**config.mk**
```make
export PLATFORM = sky130hd
export DESIGN_NAME = id_ex_stage
export DESIGN_NICKNAME = d
export VERILOG_FILES = /design/src/rtl/id_ex_pkg.sv /design/src/rtl/operand_bypass.sv /design/src/rtl/id_ex_stage.sv
export SDC_FILE = /design/constraint.sdc
export NUM_CORES = 1
export LEC_CHECK = 0
export ABC_CLOCK_PERIOD_IN_PS = 3700
export CORE_AREA = 2 2 148 150
export DETAILED_ROUTE_END_ITERATION = 12
export DIE_AREA = 0 0 150 152
export PLACE_DENSITY = 0.74
export SKIP_CTS_REPAIR_TIMING = 1
export SLEW_MARGIN = 20
export SYNTH_ARGS = -nofsm -noshare
export SYNTH_HDL_FRONTEND = slang
export SYNTH_HIERARCHICAL = 1
export SYNTH_SLANG_ARGS = --single-unit
```
**constraint.sdc**
```tcl
create_clock -name Clk -period 3.7 [get_ports Clk]
set_input_delay 0.37 -clock Clk [delete_from_list [all_inputs] [get_ports Clk]]
set_output_delay 0.37 -clock Clk [all_outputs]
set_load 0.02 [all_outputs]
```
**src/rtl/id_ex_pkg.sv**
```systemverilog
// Shared defaults and FSM encoding for the ID/EX pipeline register slice.
package id_ex_pkg;

  localparam int unsigned DEF_DATA_W     = 32;
  localparam int unsigned DEF_REG_ADDR_W = 5;
  localparam int unsigned DEF_CTRL_W     = 16;
  localparam int unsigned STALL_CNT_W    = 16;

  // Stage FSM encoding, kept as plain constants for compatibility with
  // existing code that compares against the raw state bits.
  typedef logic [0:0] state_t;
  localparam state_t ST_RUN   = 1'b0;
  localparam state_t ST_STALL = 1'b1;

endpackage

```
**src/rtl/operand_bypass.sv**
```systemverilog
// Register operand select: r0 reads as zero, otherwise a same-cycle
// write-back to the same register overrides the register-file read.
module operand_bypass
  import id_ex_pkg::*;
#(
  parameter int unsigned DATA_W     = DEF_DATA_W,
  parameter int unsigned REG_ADDR_W = DEF_REG_ADDR_W
) (
  input  logic [REG_ADDR_W-1:0] src_addr,
  input  logic [DATA_W-1:0]     rf_data,
  input  logic                  wb_we,
  input  logic [REG_ADDR_W-1:0] wb_addr,
  input  logic [DATA_W-1:0]     wb_data,
  output logic [DATA_W-1:0]     operand
);

  // r0 check comes first so a write-back aimed at r0 can never leak through.
  always_comb begin
    operand = rf_data;
    if (src_addr == '0) begin
      operand = '0;
    end else if (wb_we && (wb_addr == src_addr)) begin
      operand = wb_data;
    end
  end

endmodule

```
**src/rtl/id_ex_stage.sv**
```systemverilog
// ID/EX pipeline register with write-back bypass, load-use stall detection,
// flush handling and a saturating stall-cycle counter.
module id_ex_stage
  import id_ex_pkg::*;
#(
  parameter int unsigned DATA_W     = DEF_DATA_W,
  parameter int unsigned REG_ADDR_W = DEF_REG_ADDR_W,
  parameter int unsigned CTRL_W     = DEF_CTRL_W
) (
  input  logic                   Clk,
  input  logic                   Rst_n,
  input  logic                   InValid,
  input  logic [REG_ADDR_W-1:0]  RsAddr,
  input  logic [REG_ADDR_W-1:0]  RtAddr,
  input  logic [REG_ADDR_W-1:0]  RdAddr,
  input  logic [DATA_W-1:0]      ReadData1,
  input  logic [DATA_W-1:0]      ReadData2,
  input  logic [DATA_W-1:0]      Imm,
  input  logic [DATA_W-1:0]      PCPlus4,
  input  logic [CTRL_W-1:0]      Ctrl,
  input  logic                   MemRead,
  input  logic                   RegWrite,
  input  logic                   WBRegWrite,
  input  logic [REG_ADDR_W-1:0]  WBWriteRegister,
  input  logic [DATA_W-1:0]      WBWriteData,
  input  logic                   Flush,
  output logic                   StallID,
  output logic                   ExValid,
  output logic                   ExMemRead,
  output logic                   ExRegWrite,
  output logic [CTRL_W-1:0]      ExCtrl,
  output logic [REG_ADDR_W-1:0]  ExRsAddr,
  output logic [REG_ADDR_W-1:0]  ExRtAddr,
  output logic [REG_ADDR_W-1:0]  ExRd,
  output logic [DATA_W-1:0]      ExA,
  output logic [DATA_W-1:0]      ExB,
  output logic [DATA_W-1:0]      ExImm,
  output logic [DATA_W-1:0]      ExPCPlus4,
  output logic [STALL_CNT_W-1:0] StallCount
);

  logic [DATA_W-1:0]      op_a;
  logic [DATA_W-1:0]      op_b;
  logic                   hazard;
  logic                   load;
  state_t                 state;
  logic [STALL_CNT_W-1:0] stall_cnt;

  operand_bypass #(
    .DATA_W     (DATA_W),
    .REG_ADDR_W (REG_ADDR_W)
  ) u_bypass_a (
    .src_addr (RsAddr),
    .rf_data  (ReadData1),
    .wb_we    (WBRegWrite),
    .wb_addr  (WBWriteRegister),
    .wb_data  (WBWriteData),
    .operand  (op_a)
  );

  operand_bypass #(
    .DATA_W     (DATA_W),
    .REG_ADDR_W (REG_ADDR_W)
  ) u_bypass_b (
    .src_addr (RtAddr),
    .rf_data  (ReadData2),
    .wb_we    (WBRegWrite),
    .wb_addr  (WBWriteRegister),
    .wb_data  (WBWriteData),
    .operand  (op_b)
  );

  // Load-use detection against the instruction currently in EX. The state
  // term is redundant with ExValid (STALL always follows a bubble) but makes
  // the one-cycle stall guarantee explicit.
  always_comb begin
    hazard = (state == ST_RUN) && ExValid && ExMemRead && ExRegWrite &&
             (ExRd != '0) && InValid &&
             ((ExRd == RsAddr) || (ExRd == RtAddr));
    StallID = hazard && !Flush;
    load    = InValid && !Flush && !StallID;
  end

  // EX payload: load the decode slot on a normal edge, otherwise insert a
  // fully zeroed bubble.
  always_ff @(posedge Clk or negedge Rst_n) begin
    if (!Rst_n) begin
      ExValid    <= 1'b0;
      ExMemRead  <= 1'b0;
      ExRegWrite <= 1'b0;
      ExCtrl     <= '0;
      ExRsAddr   <= '0;
      ExRtAddr   <= '0;
      ExRd       <= '0;
      ExA        <= '0;
      ExB        <= '0;
      ExImm      <= '0;
      ExPCPlus4  <= '0;
    end else if (load) begin
      ExValid    <= 1'b1;
      ExMemRead  <= MemRead;
      ExRegWrite <= RegWrite;
      ExCtrl     <= Ctrl;
      ExRsAddr   <= RsAddr;
      ExRtAddr   <= RtAddr;
      ExRd       <= RdAddr;
      ExA        <= op_a;
      ExB        <= op_b;
      ExImm      <= Imm;
      ExPCPlus4  <= PCPlus4;
    end else begin
      ExValid    <= 1'b0;
      ExMemRead  <= 1'b0;
      ExRegWrite <= 1'b0;
      ExCtrl     <= '0;
      ExRsAddr   <= '0;
      ExRtAddr   <= '0;
      ExRd       <= '0;
      ExA        <= '0;
      ExB        <= '0;
      ExImm      <= '0;
      ExPCPlus4  <= '0;
    end
  end

  // RUN/STALL tracking: a stall edge enters STALL, which always exits next edge.
  always_ff @(posedge Clk or negedge Rst_n) begin
    if (!Rst_n) begin
      state <= ST_RUN;
    end else if ((state == ST_RUN) && StallID) begin
      state <= ST_STALL;
    end else begin
      state <= ST_RUN;
    end
  end

  // Saturating count of stall edges.
  always_ff @(posedge Clk or negedge Rst_n) begin
    if (!Rst_n) begin
      stall_cnt <= '0;
    end else if (StallID && (stall_cnt != '1)) begin
      stall_cnt <= stall_cnt + 1'b1;
    end
  end

  assign StallCount = stall_cnt;

endmodule

```
==> summary.txt <==
Global route
  – Total GRT Usage: 0.2151
  – Grt ovf: 0
  – Vias in the first global route: 6518
  – Initial antenna violation count: 5
  – First-pass GRT wire length: 37070 um
  – Largest net degree at the start of global routing: 105

Clock network
  – Clock root cell: clkbuf_16
  – H-tree Lvls: 4
  – CTS clk-pin slew, worst paths: 0.08 ns
  – Worst-skew pair later-pin latency: 0.43 ns
  – CTS buffer count: 17
  – Clock Tree Buf Depth: 2
  – Clock sinks: 179
  – TritonCTS clock tree: done

Placement
  – Routability congestion estimate: 0.8343
  – DP HPWL: 17850 um
  – Cells after DPL: 1313
  – Dpl ws: 0.8854 ns
  – IO Port Bufs: 381
  – Post-DP Area: 11520 um2

Logic synthesis
  – Yosys reg bits: 179
  – Ys Warns: 6
  – Mapped Cells: 689
  – Area leader, netlist: dfrtp_1
  – Post-Syn Area: 7472 um2
  – Register area share after synthesis: 0.5995
  – Share of the synthesized area in the top cell type: 0.5995
  – Unique masters post-synth: 33
  – Ranking of synthesized cells by area: dfrtp_1 (60%), and2_1 (14%), nand4_1 (6.1%), nand2_1 (3.5%), xnor2_1 (3.0%)
  – Mapped Nets: 893
  – Syn Area/Cell: 10.84 um2

Cells and area
  – Final cell count without fillers: 1350
  – Most frequent cells in the layout: clkdlybuf4s50_1 (380), dfrtp_1 (179), and2_1 (168), nand4_1 (73), nand2_1 (68)
  – Layout cells sized above 1: 0.05634
  – Area Overhead vs Synth: 62.27%
  – Final Util: 0.5679
  – Leading cell type in the layout, fill and taps excluded: clkdlybuf4s50_1
  – Finished Cell Area: 12130 um2
  – Final net count: 1256

Timing
  – Setup tns final: 0 ns
  – Fin crit share: 0.7700
  – PnR worst setup slack: 0.8509 ns
  – Final Hold Viols: 0
  – RSZ-0062 raised after global routing: no
  – Worst Skew: 0.01290 ns
  – Slew Viols, Final: 0
  – FMAX: 0.3510 GHz
  – Min Tclk post-route: 2.849 ns
  – Worst-Margin Slew: 0.8351 ns
  – Final setup fails: 0
  – Final Hold Slack: 0.02788 ns
  – Slew headroom: 0.4433

Setup path
  – Critical path class: reg2out
  – Critical-path top delay cell: or4_4
  – Worst-path maximum fanout: 15
  – Startpoint Class: register
  – Critical path startpoint: ExRd[1]
  – WP data arrival: 2.48 ns
  – Req. time, crit path: 3.33 ns
  – Crit end category: output pin
  – Worst path max stage delay: 0.57 ns
  – Origin of the critical flop-to-flop path: ExRd[1]
  – Crit path cell chain: or4_4, o211a_4, and2_1, clkdlybuf4s50_1

Floorplanning
  – Die height: 152 um
  – Core area: 21350 um2
  – Rows: 54
  – Initial core utilization: 0.3500
  – Die Wd: 150 um
  – Die area: 22800 um2
  – I/O pin count: 382

Power and ir drop
  – Power, Total: 4.546 mW
  – PwrDens: 374.9 nW/um2
  – Leakage: 5.269 nW
  – IR Drop Worst-Case VDD: 257.6 uV

Job
  – Max-Cap Viols: 0

Route
  – Drt total wl: 24660 um
  – DR vias: 6443
  – Drt wl/cell: 18.27 um
  – Router iterations before antenna repair: 4
  – Vias per cell: 4.773
  – DRC Markers: 0
  – Initial DRC Count: 345
  – Post-DRT Antenna Nets: 0

Status
  – Status: complete, no violations

Worst hold path
  – HP Class: in2async
[flip-flops by register name, summed over array words and instances, names as in the netlist]
| signal | count |
|---|---|
| ExMemRead | 1 |
| ExA | 32 |
| ExPCPlus4 | 32 |
| ExRtAddr | 5 |
| ExB | 32 |
| StallCount | 16 |
| ExRegWrite | 1 |
| ExImm | 32 |
| ExRsAddr | 5 |
| ExRd | 5 |
| ExValid | 1 |
| ExCtrl | 16 |
| state | 1 |
[where the power goes]
part,switching (mW),total (mW),internal (mW),leakage [nW]
registers,0.0236,2.05,2.02,2.42
clock network,0.876,1.78,0.908,0.284
logic,0.329,0.713,0.385,2.57
[critical path: cells and delay by family, from the launching register on]
kind	cells	cell delay (ns)
and+or+nand+nor	2	0.75
buffers and inverters	1	0.53
DFF	1	0.46
AOI/OAI and AO/OA	1	0.32
[logic make-up after synthesis]
logic type | Yosys count | synth area share
compound gates | 69 | 0.05141
fa+ha+maj | 1 | 0.001674
flops | 179 | 0.5995
xor+xnor | 34 | 0.03985
simple gates | 351 | 0.2714
mux | 2 | 0.003014
buf+inv | 53 | 0.03315
[Yosys cell counts, drive strengths merged]
cell type and instances:
nor3 3, mux2 2, nand2b 1, or4 1, nand4 73, o211ai 1, a21boi 2, nor4 3
nand3b 1, nand3 13, or2 1, and2 168, clkbuf 39, o22ai 1, o211a 1, nand2 70
nor2 6, o21ai 64, and4b 1, xnor2 26, xor2 8, and4 1, nor2b 1, dfrtp 179
buf 14, ha 1, and3 8
[layer usage]
| layer | GRT usage | vias up | part of all wire |
|---|---|---|---|
| met1 | 0.2388 | 3047 | 0.37 |
| met4 | 0.1069 | 0 | 0.030 |
| met3 | 0.06517 | 39 | 0.086 |
| met2 | 0.3710 | 322 | 0.52 |
| met5 | 0 | - | 0 |
| li1 | - | 3035 | - |
[cell type report]
type                            count  area, um2
Clock inverter                     15      170.2
Multi-Input combinational cell    457       2750
Timing Repair Buffer              397       3938
Clock buffer                       17      425.4
Sequential cell                   179       4479
Antenna cell                        5      12.51
Fill cell                        1878       9225
Tap cell                          280      350.3
[worst paths after layout]
| check | depth (start not counted) | to | slack [ns] |
|---|---|---|---|
| worst max register to register | 5 | ExA[2] | 1.17 |
| worst min-delay path | 1 | ExB[29] | 0.03 |
| min in group Clk | 2 | ExPCPlus4[1] | 0.49 |
| worst min register to register | 1 | StallCount[9] | 0.51 |
| worst max-delay path | 4 | StallID | 0.85 |
| max in group asynchronous | 2 | ExPCPlus4[20] | 2.71 |
No activity file was read; power rests on OpenSTA's default activity.
